`src/rtl/instrumented_adder_pkg.sv`:
```
`default_nettype none
// ============================================================================
// Module  : instrumented_adder_pkg
// Brief   : Shared FSM state type and default sizing for the ring measurement
// Revision: 1.0
// ============================================================================
package instrumented_adder_pkg;

    localparam int DEF_NUM_CH  = 4;
    localparam int DEF_COUNT_W = 24;
    localparam int DEF_WIN_W   = 16;

    typedef enum logic [1:0] {
        ST_IDLE  = 2'd0,
        ST_ARM   = 2'd1,
        ST_COUNT = 2'd2,
        ST_DONE  = 2'd3
    } state_e;

endpackage
`default_nettype wire

```
`src/rtl/ring_edge_sync.sv`:
```
`default_nettype none
// ============================================================================
// Module  : ring_edge_sync
// Brief   : Two-flop synchroniser for one ring tap plus a rising-edge pulse
// Revision: 1.0
// ============================================================================
module ring_edge_sync (
    input  logic clk_i,
    input  logic rst_n_i,
    input  logic ring_i,
    output logic rise_o
);

    logic meta_q;
    logic sync_q;
    logic prev_q;

    always_ff @(posedge clk_i) begin
        if (!rst_n_i) begin
            meta_q <= 1'b0;
            sync_q <= 1'b0;
            prev_q <= 1'b0;
        end else begin
            meta_q <= ring_i;
            sync_q <= meta_q;
            prev_q <= sync_q;
        end
    end

    assign rise_o = sync_q & ~prev_q;

endmodule
`default_nettype wire

```
`src/rtl/instrumented_adder_measure.sv`:
```
`default_nettype none
// ============================================================================
// Module  : instrumented_adder_measure
// Brief   : Counts rising edges of a selected ring-oscillator tap over a window
// Revision: 1.0
// ============================================================================
module instrumented_adder_measure
    import instrumented_adder_pkg::*;
#(
    parameter int NUM_CH  = DEF_NUM_CH,
    parameter int COUNT_W = DEF_COUNT_W,
    parameter int WIN_W   = DEF_WIN_W
) (
    input  logic                      wb_clk_i,
    input  logic                      wb_rst_n,
    input  logic                      start,
    input  logic [$clog2(NUM_CH)-1:0] chan_sel,
    input  logic [WIN_W-1:0]          window,
    input  logic [NUM_CH-1:0]         ring_in,
    output logic [COUNT_W-1:0]        count,
    output logic                      overflow,
    output logic                      busy,
    output logic                      done
);

    localparam int SEL_W = $clog2(NUM_CH);

    state_e             state_q, state_d;
    logic [SEL_W-1:0]   sel_q, sel_d;
    logic [WIN_W-1:0]   win_q, win_d;
    logic [WIN_W-1:0]   rem_q, rem_d;
    logic               arm_q, arm_d;
    logic [COUNT_W-1:0] count_q, count_d;
    logic               ovf_q, ovf_d;
    logic [NUM_CH-1:0]  rise;
    logic               sel_rise;

    for (genvar g = 0; g < NUM_CH; g++) begin : g_sync
        ring_edge_sync u_sync (
            .clk_i   (wb_clk_i),
            .rst_n_i (wb_rst_n),
            .ring_i  (ring_in[g]),
            .rise_o  (rise[g])
        );
    end

    assign sel_rise = rise[sel_q];

    always_comb begin
        state_d = state_q;
        sel_d   = sel_q;
        win_d   = win_q;
        rem_d   = rem_q;
        arm_d   = arm_q;
        count_d = count_q;
        ovf_d   = ovf_q;
        case (state_q)
            ST_IDLE, ST_DONE: begin
                if (start) begin
                    state_d = ST_ARM;
                    sel_d   = chan_sel;
                    win_d   = window;
                    count_d = '0;
                    ovf_d   = 1'b0;
                    arm_d   = 1'b0;
                end
            end
            ST_ARM: begin
                // Two-cycle settle; the remaining-cycle counter is preloaded here
                arm_d = 1'b1;
                rem_d = win_q;
                if (arm_q) begin
                    state_d = (win_q == '0) ? ST_DONE : ST_COUNT;
                end
            end
            ST_COUNT: begin
                rem_d = rem_q - WIN_W'(1);
                if (sel_rise) begin
                    if (&count_q) begin
                        ovf_d = 1'b1;
                    end else begin
                        count_d = count_q + COUNT_W'(1);
                    end
                end
                if (rem_q == WIN_W'(1)) begin
                    state_d = ST_DONE;
                end
            end
            default: state_d = ST_IDLE;
        endcase
    end

    always_ff @(posedge wb_clk_i) begin
        if (!wb_rst_n) begin
            state_q <= ST_IDLE;
            sel_q   <= '0;
            win_q   <= '0;
            rem_q   <= '0;
            arm_q   <= 1'b0;
            count_q <= '0;
            ovf_q   <= 1'b0;
        end else begin
            state_q <= state_d;
            sel_q   <= sel_d;
            win_q   <= win_d;
            rem_q   <= rem_d;
            arm_q   <= arm_d;
            count_q <= count_d;
            ovf_q   <= ovf_d;
        end
    end

    assign count    = count_q;
    assign overflow = ovf_q;
    assign busy     = (state_q == ST_ARM) || (state_q == ST_COUNT);
    assign done     = (state_q == ST_DONE);

endmodule
`default_nettype wire

```
`config.mk`:
```
export PLATFORM = sky130hd
export DESIGN_NAME = instrumented_adder_measure
export DESIGN_NICKNAME = d
export VERILOG_FILES = /design/src/rtl/instrumented_adder_pkg.sv /design/src/rtl/ring_edge_sync.sv /design/src/rtl/instrumented_adder_measure.sv
export SDC_FILE = /design/constraint.sdc
export NUM_CORES = 1
export LEC_CHECK = 0
export CORE_UTILIZATION = 49
export DETAILED_ROUTE_END_ITERATION = 8
export GPL_TIMING_DRIVEN = 0
export PLACE_DENSITY = 0.76
export SLEW_MARGIN = 15
export SYNTH_ARGS = -nofsm -noshare
export SYNTH_HDL_FRONTEND = slang
export SYNTH_HIERARCHICAL = 1
export SYNTH_SLANG_ARGS = --single-unit
export TNS_END_PERCENT = 30
```
`constraint.sdc`:
```
create_clock -name wb_clk_i -period 2 [get_ports wb_clk_i]
set_input_delay 0.4 -clock wb_clk_i [delete_from_list [all_inputs] [get_ports wb_clk_i]]
set_output_delay 0.4 -clock wb_clk_i [all_outputs]
set_load 0.03 [all_outputs]
```
Yosys cells after proc, flatten, opt, wreduce, memory -nomap -nowiden
Index checks and enable logic that the tools add are counted.
Word-level totals
  register bits after elaboration: 74
  input port bits: 25
  output and inout bits: 27
  word-level logic and storage cells: 70
Operators by class
  $add $sub $neg: 2
  magnitude comparators: 1
  equality and inequality tests: 10
  multiplexer cells: 17
  bitwise logic cells: 8
  reductions and logical operators: 13
Operators by type and width (count)
  24-bit two-way mux: 3
  24-bit case mux with 2 select lines: 1
  16-bit case mux with 2 select lines: 1
  24-bit by 1-bit adder with 24-bit output, second input constant: 1
  24-bit AND reduction: 1
  16-bit by 1-bit == test with 1-bit output, second input constant: 1
  16-bit logical NOT: 1
  16-bit by 1-bit subtractor with 16-bit output, second input constant: 1
  2-bit inequality test, second input constant: 6
  4-bit AND reduction: 2
  2-bit two-way mux: 3
  2-bit case mux with 3 select lines: 1
  2-bit nonzero test: 3
  1-bit two-way mux: 5
  1-bit bitwise AND: 4
  2-bit == test, second input constant: 2
  1-bit inverter: 4
  1-bit case mux with 2 select lines: 2
  2-bit AND reduction: 2
  2-bit by 3-bit < comparator with 1-bit output, second input constant: 1
  3-bit AND reduction: 1
  1-bit binary-select mux with 2-bit select: 1
  2-bit by 1-bit == test with 1-bit output, second input constant: 1
  2-bit logical NOT: 1
  2 further kinds: 2

Longest topological paths before layout
  depth in word-level cells: 6
  gate-level depth with buffers: 9
  depth with buffers taken out: 7

By module
Netlist, hierarchy kept.
Modules (own cells, without submodules)
  instrumented_adder_measure: instances 1, cells an instance 391, area an instance 3156.8 sq um, sequential area each 1241.2 sq um
  ring_edge_sync: instances 4, cells an instance 7, area an instance 92.6 sq um, sequential area each 60.1 sq um

Worst setup path before layout
OpenSTA, ideal clock, no wires.
  kind: register to register
  start point: register state_q[0]
  end point: register count_q[19] (netlist: count[19])
  library setup time: 0.070 ns
  arrival time: 1.923 ns
  data required time: 1.930 ns
  slack: 0.006 ns
  cell stages (with the launch flop): 9
  buffers on the path: 1
  clock period less this slack: 1.994 ns
  path through: dfxtp_1 > inv_1 > ha_1 > mux2_2 > o21a_2 > o311ai_2 > buf_2 > or3_1 > a21oi_1
Between the ends
  cells in the longest elaborated chain, start to end: 4
  elaborated cells between the ends (all ways): 10
  classes of those cells: eq/ne (5); mux (1); reduce/logical (4)
Ends and longest elaborated chain
  start: declaration: line instrumented_adder_measure.sv:28  | state_e state_q, state_d;
  start signal: assignment: line instrumented_adder_measure.sv:103  | state_q <= state_d;
  2-bit == test / 2-bit logical NOT (equally long branches): line instrumented_adder_measure.sv:57  | case (state_q)
  2-bit OR reduction: line instrumented_adder_measure.sv:57
  2-bit inequality test (no line) / 2-bit nonzero test (equally long branches)
  4-bit AND reduction (no line)
  end signal: assignment: line instrumented_adder_measure.sv:108  | count_q <= count_d;
  end: declaration: line instrumented_adder_measure.sv:33  | logic [COUNT_W-1:0] count_q, count_d;
Several ways; a longest one is shown, not always the timed one.
A chain may end at the register's enable or synchronous reset.

Worst setup path in the final report
  start point: register count_q[9] (netlist: count[9])
  end point: register count_q[18] (netlist: count[18])
Between the ends
  cells in the longest elaborated chain, start to end: 4
  elaborated cells between the ends (all ways): 7
  classes of those cells: add/sub (1); eq/ne (1); mux (3); reduce/logical (2)
Ends and longest elaborated chain
  24-bit by 1-bit adder with 24-bit output: line instrumented_adder_measure.sv:82  | count_d = count_q + COUNT_W'(1);
  24-bit two-way mux: line instrumented_adder_measure.sv:79  | if (&count_q) begin
  24-bit two-way mux: line instrumented_adder_measure.sv:78  | if (sel_rise) begin
  24-bit case mux with 2 select lines: line instrumented_adder_measure.sv:57
Several ways; a longest one is shown, not always the timed one. The select of a mux whose other input is x is not followed.

==> reports/results.tsv <==
stage	metric	value	unit
cells_and_area	drive_above_1_share	15.5	%
place	portBuffers	51	
die	fp.dieW	86.8	µm
clocking	ctsRootBufferMaster	clkbuf_8	
timing	finalCriticalPeriod	1.96	ns
drt	viasPerCell	5.70	
die	coreArea	6870	µm²
cells_and_area	syn_to_final_growth	29.2	%
clocking	clkLatencyLatePin	0.35	ns
clocking	cts_tree	done	
clocking	cts_buffers	9	
die	io_pins	52	
place	hpwlAfterDp	6040	µm
critical_path	required	2.29	ns
timing	setup-tns-final	0	ns
power	p_int	3.44	mW
flow_run	drv_cap	0	
logic_synthesis	syn_inst	419	
grt	antenna_found_initial	0	
drt	vias	3348	
grt	grt_pass1_wl	14300	µm
status	status	complete, no violations	
timing	drv_slew	0	
clocking	clkTransAtPathRegs	0.08	ns
timing	tightest_slew	0.565	ns
place	post_dp_cell_area	4160	µm²
timing	setup_violations	0	
logic_synthesis	yosys_warnings	6	
grt	grt_pass1_vias	2977	
power	share_comb_of_total_power	38.6	%
die	die_h	86.8	µm
clocking	clockBufferDepth	2	
cells_and_area	antenna_cells	0	
power	p_leak	1.66	nW
timing	rsz0062_at_grt	yes	
critical_path	crit_fanout	7	
logic_synthesis	synthFlopType	dfxtp_1	
timing	relSlewSlack	62.3	%
drt	first_pass_iters	6	
clocking	h-tree-depth	3	
timing	final.period_utilization	98.0	%
die	start_util	51.3	%
logic_synthesis	synth_fp_nets	450	
logic_synthesis	ys_types	59	
drt	drt_iter0_markers	245	
drt	wire_per_inst	15.1	µm
drt	drtAntennaViolNets	0	
grt	grt_max_degree	20	
critical_path	cp-end-kind	flip-flop	
cells_and_area	fin_area	4560	µm²
drt	drc	0	
power	power.share.clock	26.2	%
critical_path	critPathLaunchType	flip-flop	
clocking	hold_buffers	0	
timing	max_freq	510	MHz
timing	fin_worst_skew	0.0121	ns
power	ir_drop	0.577	mV
cells_and_area	fillers	563	
power	total_power	5.42	mW
cells_and_area	final_util	66.3	%
logic_synthesis	synth-edff-count	0	
timing	holdWs	0.427	ns
critical_path	crit_type	flip-flop to flip-flop	
power	power_frac_seq	35.2	%
logic_synthesis	synth_area_per_cell	8.42	µm²
cells_and_area	fin_nets	517	
min_path	hold_class	flip-flop to flip-flop	
grt	grt.total_usage	24.6	%
critical_path	critPathArrivalTime	2.25	ns
logic_synthesis	ys_seq_elements	74	
logic_synthesis	ys_seq_area_share	42.0	%
power	p_per_area	1190	nW/µm²
power	power.share.switching	36.5	%
die	rows	30	
logic_synthesis	synth_area	3530	µm²
clocking	cts.sinks	74	
place	gp_congestion	0.880	
logic_synthesis	async_flop_share	0	%
die	die-area	7540	µm²
drt	drt_wl_total	8840	µm
grt	grt_remaining_overflow	0	
power	switching_power	1.98	mW
timing	hold_viol	0	
[metal layers]
metal  GRT usage, %  up-vias  wire (µm)
li1               -     1645          -
met1           34.0     1573       4260
met2           38.2      114       3960
met3           4.19       16        470
met4           9.55        0        144
met5              0        -          0
[logic make-up after synthesis]
family	synth area share (%)
adder cells (fa/ha/maj)	2.13
multiplexers	2.41
buffers and inverters	3.26
AND/OR/NAND/NOR	27.5
XOR/XNOR	1.74
flip-flops	42.0
AO/OA/AOI/OAI	21.0
[worst paths after layout]
path / to / cells past startpoint / startpoint / slack [ns]
max: count[18] / 5 / count[9] / 0.04
min: g_sync[1].u_sync/sync_q / 1 / g_sync[1].u_sync/meta_q / 0.43
max reg2reg: count[18] / 5 / count[9] / 0.04
min reg2reg: g_sync[1].u_sync/sync_q / 1 / g_sync[1].u_sync/meta_q / 0.43
[placed cells by master, fill, tap and decap left out, types with 6 or more instances in the layout]
cell / n
a21oi_1: 49
a31oi_1: 7
and2_1: 13
buf_4: 8
clkbuf_1: 7
clkbuf_2: 6
clkbuf_8: 10
clkdlybuf4s50_1: 48
dfxtp_1: 69
inv_1: 7
nand2_1: 56
nand3_1: 10
nand4_1: 7
nor2_1: 40
nor3_1: 6
o21ai_0: 20
or3_1: 15
[cell type report]
type / instances / area, µm² / share of cell area (%)
sequential: 74 / 1490 / 32.7
timing repair buffer: 57 / 552 / 12.1
buffer: 19 / 98.8 / 2.17
multi-input combinational: 315 / 2010 / 44.2
clock buffer: 12 / 145 / 3.19
clock inverter: 4 / 98.8 / 2.17
tap: 96 / 120 / 2.64
inverter: 10 / 37.5 / 0.824
[stage by stage]
stage	instances	setup slack [ns]
floorplan	419	0.00647
global placement	566	-0.601
detailed placement	566	-0.601
CTS	585	-0.0382
global route	587	-0.0618
finish	587	0.0404
[cell usage after synthesis, types with 5 or more instances]
library cell	count	share of area, %
clkbuf_1	13	1.4
or3_1	15	2.7
and2_1	13	2.3
nor2_1	41	4.4
buf_1	5	0.53
o21ai_0	20	2.8
a31oi_1	7	1.2
inv_1	10	1.1
nor3_1	8	1.1
nor4_1	5	0.89
nand2_1	56	6.0
ha_1	6	2.1
a21oi_1	49	7.0
nand3_1	10	1.4
dfxtp_1	74	42
nand4_1	7	1.2
[flip-flops by register name, indices dropped and copies added (netlist names)]
name                  flops
count                    24
rem_q                    16
win_q                    16
g_sync.u_sync/meta_q      4
g_sync.u_sync/prev_q      4
g_sync.u_sync/sync_q      4
sel_q                     2
state_q                   2
arm_q                     1
overflow                  1
[worst max-delay path, cell delays in order, from the launching register on]
cell and delay, ns:
dfxtp_1 0.45, nand4_2 0.22, nor2_2 0.37, nand4_1 0.29, or4_1 0.48, nand2_1 0.09
[power by group through the flow]
stage | registers, mW | logic (mW) | clock network, mW
floorplan | 1.88 | 1.34 | 0
global placement | 1.90 | 1.77 | 0
detailed placement | 1.91 | 1.80 | 0
CTS | 1.88 | 1.93 | 1.43
global route | 1.94 | 2.27 | 1.52
finish | 1.91 | 2.09 | 1.42
[timing repair]
action	in CTS	in global routing
setup buffers	4	1
cloned	0	1
pin swaps	2	1
resized for setup	25	32
hold endpoints to repair	0	0
endpoints found under the setup margin	50	33
Power figures use the tool's default switching activity.
